File: config.mk
export PLATFORM = sky130hd
export DESIGN_NAME = pipe_stall_ctrl
export DESIGN_NICKNAME = d
export VERILOG_FILES = /design/src/rtl/pipe_ctrl_pkg.sv /design/src/rtl/pipe_stall_ctrl_sat_cnt.sv /design/src/rtl/pipe_stall_ctrl.sv
export SDC_FILE = /design/constraint.sdc
export NUM_CORES = 1
export LEC_CHECK = 0
export CORE_MARGIN = 2
export CORE_UTILIZATION = 45
export CTS_CLUSTER_SIZE = 25
export DETAILED_ROUTE_END_ITERATION = 7
export PLACE_DENSITY_LB_ADDON = 0.3
export SLEW_MARGIN = 20
export SYNTH_ARGS = -nofsm -noshare
export SYNTH_HDL_FRONTEND = slang
export SYNTH_SLANG_ARGS = --single-unit
export TNS_END_PERCENT = 20
File: constraint.sdc
create_clock -name clk -period 5.1 [get_ports clk]
set_clock_uncertainty 0.2 [all_clocks]
set_input_delay 1.275 -clock clk [delete_from_list [all_inputs] [get_ports clk]]
set_output_delay 1.275 -clock clk [all_outputs]
set_load 0.02 [all_outputs]
File: src/rtl/pipe_ctrl_pkg.sv
// Shared types and defaults for the pipeline stall/flush controller.
package pipe_ctrl_pkg;

  typedef enum logic [1:0] {
    ST_RUN      = 2'd0,
    ST_LU_STALL = 2'd1,
    ST_MEM_WAIT = 2'd2,
    ST_FLUSH    = 2'd3
  } stall_state_e;

  localparam int DEF_CNT_W        = 16;
  localparam int DEF_MEM_TIMEOUT  = 15;
  localparam int DEF_FLUSH_CYCLES = 2;

  // Load-use hazard: a load in ID/EX writes a non-zero register read in IF/ID.
  // Bit 5 of the destination is masked off so only the 5-bit register index matters.
  function automatic logic load_use_hit(input logic       memrd,
                                        input logic [5:0] wr_reg,
                                        input logic [4:0] rs1,
                                        input logic [4:0] rs2);
    logic [5:0] dst;
    dst = wr_reg & 6'h1F;
    return memrd && (dst != 6'd0) &&
           ((dst == {1'b0, rs1}) || (dst == {1'b0, rs2}));
  endfunction

endpackage

File: src/rtl/pipe_stall_ctrl_sat_cnt.sv
// Saturating up-counter with synchronous clear; clear wins over increment.
module sat_cnt
  import pipe_ctrl_pkg::*;
#(
  parameter int W = DEF_CNT_W
) (
  input  logic         clk,
  input  logic         rst_n,
  input  logic         clr,
  input  logic         inc,
  output logic [W-1:0] cnt
);

  logic [W-1:0] cnt_q;
  logic [W-1:0] cnt_d;

  // Next count: clear first, otherwise step unless already all-ones.
  always_comb begin
    cnt_d = cnt_q;
    if (clr) begin
      cnt_d = '0;
    end else if (inc && (cnt_q != {W{1'b1}})) begin
      cnt_d = cnt_q + W'(1);
    end
  end

  // Count register.
  always_ff @(posedge clk or negedge rst_n) begin
    if (!rst_n) begin
      cnt_q <= '0;
    end else begin
      cnt_q <= cnt_d;
    end
  end

  assign cnt = cnt_q;

endmodule

File: src/rtl/pipe_stall_ctrl.sv
// Pipeline hazard controller: load-use stalls, memory waits with timeout,
// and branch flushes, with a saturating count of non-RUN cycles.
module pipe_stall_ctrl
  import pipe_ctrl_pkg::*;
#(
  parameter int CNT_W        = DEF_CNT_W,
  parameter int MEM_TIMEOUT  = DEF_MEM_TIMEOUT,
  parameter int FLUSH_CYCLES = DEF_FLUSH_CYCLES
) (
  input  logic             clk,
  input  logic             rst_n,
  input  logic             de_memrd,
  input  logic [5:0]       de_wr_reg,
  input  logic [4:0]       f_rs1,
  input  logic [4:0]       f_rs2,
  input  logic             ex_branch_taken,
  input  logic             mem_req,
  input  logic             mem_ack,
  input  logic             cnt_clr,
  output logic             pc_wr,
  output logic             if_id_wr,
  output logic             id_ex_bubble,
  output logic             if_id_flush,
  output logic             pipe_hold,
  output logic [CNT_W-1:0] stall_cnt,
  output logic             mem_timeout
);

  localparam int WAIT_W  = (MEM_TIMEOUT  > 1) ? $clog2(MEM_TIMEOUT  + 1) : 1;
  localparam int FLUSH_W = (FLUSH_CYCLES > 1) ? $clog2(FLUSH_CYCLES + 1) : 1;
  localparam logic [WAIT_W-1:0]  WAIT_LAST  = WAIT_W'(MEM_TIMEOUT - 1);
  localparam logic [FLUSH_W-1:0] FLUSH_LAST = FLUSH_W'(FLUSH_CYCLES - 1);

  stall_state_e        state_q, state_d;
  logic [WAIT_W-1:0]   wait_q,  wait_d;
  logic [FLUSH_W-1:0]  flush_q, flush_d;
  logic                pend_q,  pend_d;
  logic                tmo_q,   tmo_d;

  logic mem_stall;
  logic lu_hit;
  logic flush_due;

  assign mem_stall = mem_req & ~mem_ack;
  assign lu_hit    = load_use_hit(de_memrd, de_wr_reg, f_rs1, f_rs2);
  // A branch seen on the exit cycle of a memory wait still forces the flush.
  assign flush_due = pend_q | ex_branch_taken;

  // Next-state, wait/flush counters, pending-flush and timeout flag.
  // A branch that coincides with a new memory stall is remembered in pend
  // so it is not lost while the pipe is held.
  always_comb begin
    state_d = state_q;
    wait_d  = wait_q;
    flush_d = flush_q;
    pend_d  = pend_q;
    tmo_d   = tmo_q;
    unique case (state_q)
      ST_RUN, ST_LU_STALL: begin
        if (mem_stall) begin
          state_d = ST_MEM_WAIT;
          wait_d  = '0;
          pend_d  = ex_branch_taken;
        end else if (ex_branch_taken) begin
          state_d = ST_FLUSH;
          flush_d = '0;
          pend_d  = 1'b0;
        end else if (lu_hit) begin
          state_d = ST_LU_STALL;
        end else begin
          state_d = ST_RUN;
        end
      end
      ST_MEM_WAIT: begin
        pend_d = flush_due;
        if (mem_ack || (wait_q == WAIT_LAST)) begin
          if (!mem_ack) begin
            tmo_d = 1'b1;
          end
          if (flush_due) begin
            state_d = ST_FLUSH;
            flush_d = '0;
            pend_d  = 1'b0;
          end else begin
            state_d = ST_RUN;
          end
        end else begin
          wait_d = wait_q + WAIT_W'(1);
        end
      end
      ST_FLUSH: begin
        if (mem_stall) begin
          state_d = ST_MEM_WAIT;
          wait_d  = '0;
          pend_d  = 1'b1;
        end else if (ex_branch_taken) begin
          flush_d = '0;
        end else if (flush_q == FLUSH_LAST) begin
          state_d = ST_RUN;
        end else begin
          flush_d = flush_q + FLUSH_W'(1);
        end
      end
      default: begin
        state_d = ST_RUN;
      end
    endcase
    if (cnt_clr) begin
      tmo_d = 1'b0;
    end
  end

  // Controller state registers.
  always_ff @(posedge clk or negedge rst_n) begin
    if (!rst_n) begin
      state_q <= ST_RUN;
      wait_q  <= '0;
      flush_q <= '0;
      pend_q  <= 1'b0;
      tmo_q   <= 1'b0;
    end else begin
      state_q <= state_d;
      wait_q  <= wait_d;
      flush_q <= flush_d;
      pend_q  <= pend_d;
      tmo_q   <= tmo_d;
    end
  end

  // Moore output decode from the registered state.
  always_comb begin
    pc_wr        = 1'b0;
    if_id_wr     = 1'b0;
    id_ex_bubble = 1'b0;
    if_id_flush  = 1'b0;
    pipe_hold    = 1'b0;
    unique case (state_q)
      ST_RUN: begin
        pc_wr    = 1'b1;
        if_id_wr = 1'b1;
      end
      ST_LU_STALL: begin
        id_ex_bubble = 1'b1;
      end
      ST_MEM_WAIT: begin
        pipe_hold = 1'b1;
      end
      ST_FLUSH: begin
        pc_wr        = 1'b1;
        if_id_wr     = 1'b1;
        if_id_flush  = 1'b1;
        id_ex_bubble = 1'b1;
      end
      default: begin
        pc_wr    = 1'b1;
        if_id_wr = 1'b1;
      end
    endcase
  end

  sat_cnt #(
    .W(CNT_W)
  ) u_stall_cnt (
    .clk  (clk),
    .rst_n(rst_n),
    .clr  (cnt_clr),
    .inc  (state_q != ST_RUN),
    .cnt  (stall_cnt)
  );

  assign mem_timeout = tmo_q;

endmodule
# Yosys cells after proc, flatten, opt, wreduce, memory -nomap -nowiden
# Cells that the tools add are included.
# totals
reg_bits	26
latchBits	0
mem_bits_rw	0
mem_bits_ro	0
in_bits	23
out_inout_bits	22
memories	0
# classes
addsub	3
mul	0
div	0
magnitude_cmp	0
eq_ne	21
n_shift	0
n_mux	35
bitwise_logic	3
reduce_logical	20
# ops
cell	n
$mux 16	2
$mux 2	14
$add 16x1->16 const B	1
$ne 16x16->1 const B	1
$ne 2x2->1 const B	7
$mux 1	13
$ne 3x3->1 const B	4
$pmux 2 s3	2
$eq 5x5->1	2
$mux 4	2
$pmux 4 s2	1
$reduce_bool 2->1	4
$reduce_and 3->1	2
$reduce_and 6->1	1
$reduce_bool 6->1	1
$reduce_or 2->1	3
$add 4x1->4 const B	1
$eq 2x1->1 const B	2
$eq 2x2->1 const B	2
$eq 4x4->1 const B	1
$ne 2x1->1 const B	2
$reduce_and 2->1	2
$logic_and 1x1->1	3
$pmux 1 s3	1
other kinds (7)	8

# Longest topological paths before layout
# depth
ltp_word	7
mapped_depth	6
mapped_depth_nobuf	6

# Cells and area by module
# Synthesis repeated with hierarchy kept, for this count alone.
# hier_totals
hier_cells	199
hier_area_um2	1843.0
# by_module_without_submodules
module	instances	cells_per_inst	area_each_um2	seq_area_each_um2
sat_cnt	1	99	968.4	400.4
pipe_stall_ctrl	1	100	874.6	250.2

# Worst setup path after synthesis
# OpenSTA, ideal clock, no wires.
# synth_path
path_type	flip-flop to output port
from	reg state_q[0]
to	out id_ex_bubble
arrival_ns	1.213
slack_ns	2.412
stages_incl_launch_ff	4
path_buffers	1
cell_sequence	dfrtp_1 -> ha_1 -> buf_2 -> or2_2
# synth_between
elab_chain_cells	3
elab_cells_between_ends	4
cone_classes	2 x eq/ne; 1 x mux; 1 x reduce/logical
# synth_lines
item	line_no	text
start, declared	pipe_stall_ctrl.sv:34	stall_state_e state_q, state_d;
start signal, assigned	pipe_stall_ctrl.sv:122	state_q <= state_d;
$eq 2x2->1 / $eq 2x1->1 (equally long branches)	pipe_stall_ctrl.sv:137	unique case (state_q)
$reduce_or 2->1 (no line) *	--	
$mux 1 *	pipe_stall_ctrl.sv:137	
end, declared	pipe_stall_ctrl.sv:22	output logic id_ex_bubble,
# Every way passes the cells marked *; elsewhere a longest branch is shown, timed or not.

# Worst setup path after layout
# Same ends and word-level chain as after synthesis.

==> impl_metrics.json <==
{
  "globalRouteMet2Util_pct": 36.1,
  "root_buffer": "clkbuf_8",
  "detailed_place.area_um2": 2230,
  "cts_hold_buf": 0,
  "h-tree-depth": 1,
  "cts_sinks": 26,
  "die_h_um": 66.5,
  "min_path_cells": 2,
  "die_w_um": 66.5,
  "fmax_mhz": 296,
  "r2r_slack_ns": 2.87,
  "drive_gt1_share_pct": 8.58,
  "clk_pin_slew_ns": 0.09,
  "total_power_mw": 0.820,
  "busiest_layer": "met2",
  "async_reset_ff_share_pct": 100,
  "initial_core_util_pct": 47.2,
  "leakagePower_nw": 0.922,
  "maxSlewHeadroom_pct": 49.3,
  "grt_pass1_vias": 1605,
  "vias": 1585,
  "end_kind": "primary output",
  "yosys_warnings": 0,
  "synth_top_family_by_area": "simple AND/OR/NAND/NOR gates",
  "first_pass_iters": 4,
  "drcViolationCount": 0,
  "final.setup.tns_ns": 0,
  "synth_top_area_share_pct": 37.1,
  "syn_area_um2": 1760,
  "setup_viol": 0,
  "via_per_inst": 5.64,
  "yosys.cell_types.count": 48,
  "synth_most_common_cell": "dfrtp_1",
  "min_from": "mem_timeout$_DFFE_PN0P_",
  "worstMarginPinSlew_ns": 0.754,
  "use_met1_pct": 26.0,
  "area_delta_synth_final_pct": 29.9,
  "ys_seq_area_share_pct": 37.1,
  "ios": 45,
  "max_cap_viol_count": 0,
  "grtUsageMet3_pct": 3.04,
  "cp.required_ns": 3.62,
  "clk_latency_ns": 0.27,
  "nFillCells": 341,
  "ys.flop_type": "dfrtp_1",
  "netlist.top_cell.by_area": "dfrtp_1",
  "wire_per_inst_um": 13.9,
  "nNetsFinal": 266,
  "wirelength_um": 3890,
  "r2r_cells": 6,
  "hp-class": "reg -> reg",
  "critPathLaunchType": "flop",
  "clockBufferDepth": 2,
  "synth_compound_area_share_pct": 19.7,
  "postSynthAreaPerCell_um2": 9.24,
  "synth_edf_count": 0,
  "ctsResizeCount": 0,
  "gp_congestion": 0.868,
  "n_antenna_cell": 0,
  "numPortBuffers": 43,
  "grt_pass1_wl_um": 7010,
  "grt_max_degree": 23,
  "cts_made_buffers": 3,
  "dieArea_um2": 4420,
  "synth-xor-area-share_pct": 5.49,
  "antenna_left": 0,
  "cts_setup_buffers": 0,
  "synth_fa_ha_area_share_pct": 6.41,
  "reg2reg_from": "state_q[0]$_DFFE_PN0P_",
  "ir_drop_mv": 0.324,
  "critPathKind": "reg -> out",
  "synth_mux_area_share_pct": 2.49,
  "synth_nets": 222,
  "yosys-top-cells-area": "dfrtp_1 (37%), ha_1 (6.4%), xnor2_1 (5.5%), a21oi_1 (4.6%), nand2_1 (3.2%)",
  "hpwlAfterDp_um": 2990,
  "gr-usage-all-layers_pct": 20.3,
  "row_count": 22,
  "core_area_um2": 3720,
  "p_per_area_nw_per_um2": 360,
  "holdPathEnd": "mem_timeout$_DFFE_PN0P_",
  "crit_fanout": 10,
  "outcome": "finished, final reports clean",
  "ys_ff_latch": 26,
  "synth_cells": 190,
  "synth_common_cells": "dfrtp_1 (26), a21oi_1 (16), nand2_1 (15)",
  "cts_tree": "done",
  "reg2reg_to": "flush_q[0]$_DFFE_PN0P_",
  "final_area_um2": 2280,
  "grt_overflow": 0,
  "finalCritPeriodShare_pct": 66.2,
  "critical_path_arrival_ns": 1.90,
  "post-route-min-period_ns": 3.38,
  "rsz0062_at_grt": "no",
  "hold_viol_final": 0,
  "finalMaxSlewViolations": 0,
  "yosys.area_share.simple_pct": 24.9,
  "drt_iter0_drc": 92,
  "grt_antenna_before_repair": 0
}
## logic make-up (layout without fill, tap and decap cells)
logic type               after synthesis  in the layout
AND/OR/NAND/NOR                       71             71
AO/OA/AOI/OAI                         52             52
XOR/XNOR                              11             11
multiplexers                           4              4
flip-flops                            26             26
buffers and inverters                 17             60
adder cells (fa/ha/maj)                9              9
## placed cells by master (no fill, tap or decap), types with 3 or more instances in the layout
cell type and count:
nand2_1 15, o22ai_1 4, xnor2_1 11, clkbuf_8 4, nand4_1 3, o31ai_1 7, nor3_1 3, ha_1 9
a21oi_1 16, or3_1 8, or2_2 3, nor2_1 10, dfrtp_1 26, mux2_2 3, inv_1 12, nand3_1 7
or4_1 5, nand2b_1 3, clkdlybuf4s50_1 42, o21ai_0 9
## cell type report
class	instances	area (µm²)	area share [%]
sequential	26	651	28.5
inverter	12	45.0	1.98
clock buffer	4	55.1	2.41
tap	48	60.1	2.63
timing repair buffer	44	433	19.0
multi-input combinational	147	1040	45.4
## per-layer routing
layer	part of all wire (%)	wire length, µm	up-vias
met4	0.36	14	0
met2	49	1890	45
met1	47	1840	746
met3	3.9	150	2
li1	-	-	792
met5	0	0	-
## worst max-delay path: stages (launching register included)
cell	delay [ns]
dfrtp_1	0.42
ha_1	0.33
or2_2	0.34
clkdlybuf4s50_1	0.54
## report_power, final
part	internal (mW)	switching [mW]	leakage, nW
logic	0.192	0.216	0.542
clock network	0.0690	0.0644	0.0288
registers	0.241	0.0378	0.351
## how the worst max path moves through the flow
stage	from	end	slack, ns	depth (start not counted)
global placement	mem_ack	flush_q[1]$_DFFE_PN0P_	1.88	5
finish	state_q[0]$_DFFE_PN0P_	id_ex_bubble	1.72	3
floorplan	state_q[0]$_DFFE_PN0P_	id_ex_bubble	2.41	3
global route	state_q[1]$_DFFE_PN0P_	id_ex_bubble	1.63	3
CTS	state_q[0]$_DFFE_PN0P_	id_ex_bubble	1.71	3
detailed placement	mem_ack	flush_q[1]$_DFFE_PN0P_	1.90	5
## flip-flops by register name, indices dropped and copies added, names as in the netlist
register	count
state_q	2
u_stall_cnt.cnt	16
mem_timeout	1
flush_q	2
pend_q	1
wait_q	4
## per-stage QoR
| stage | utilization [%] | instances | hold slack (ns) | worst slack, ns |
|---|---|---|---|---|
| detailed placement | 60.0 | 277 | 0.299 | 1.90 |
| global route | 61.3 | 281 | 0.339 | 1.63 |
| CTS | 61.5 | 281 | 0.320 | 1.71 |
| global placement | 60.0 | 277 | 0.289 | 1.88 |
| floorplan | - | 190 | 0.281 | 2.41 |
| finish | 61.3 | 281 | 0.318 | 1.72 |
(Power assumes the default switching activity.)
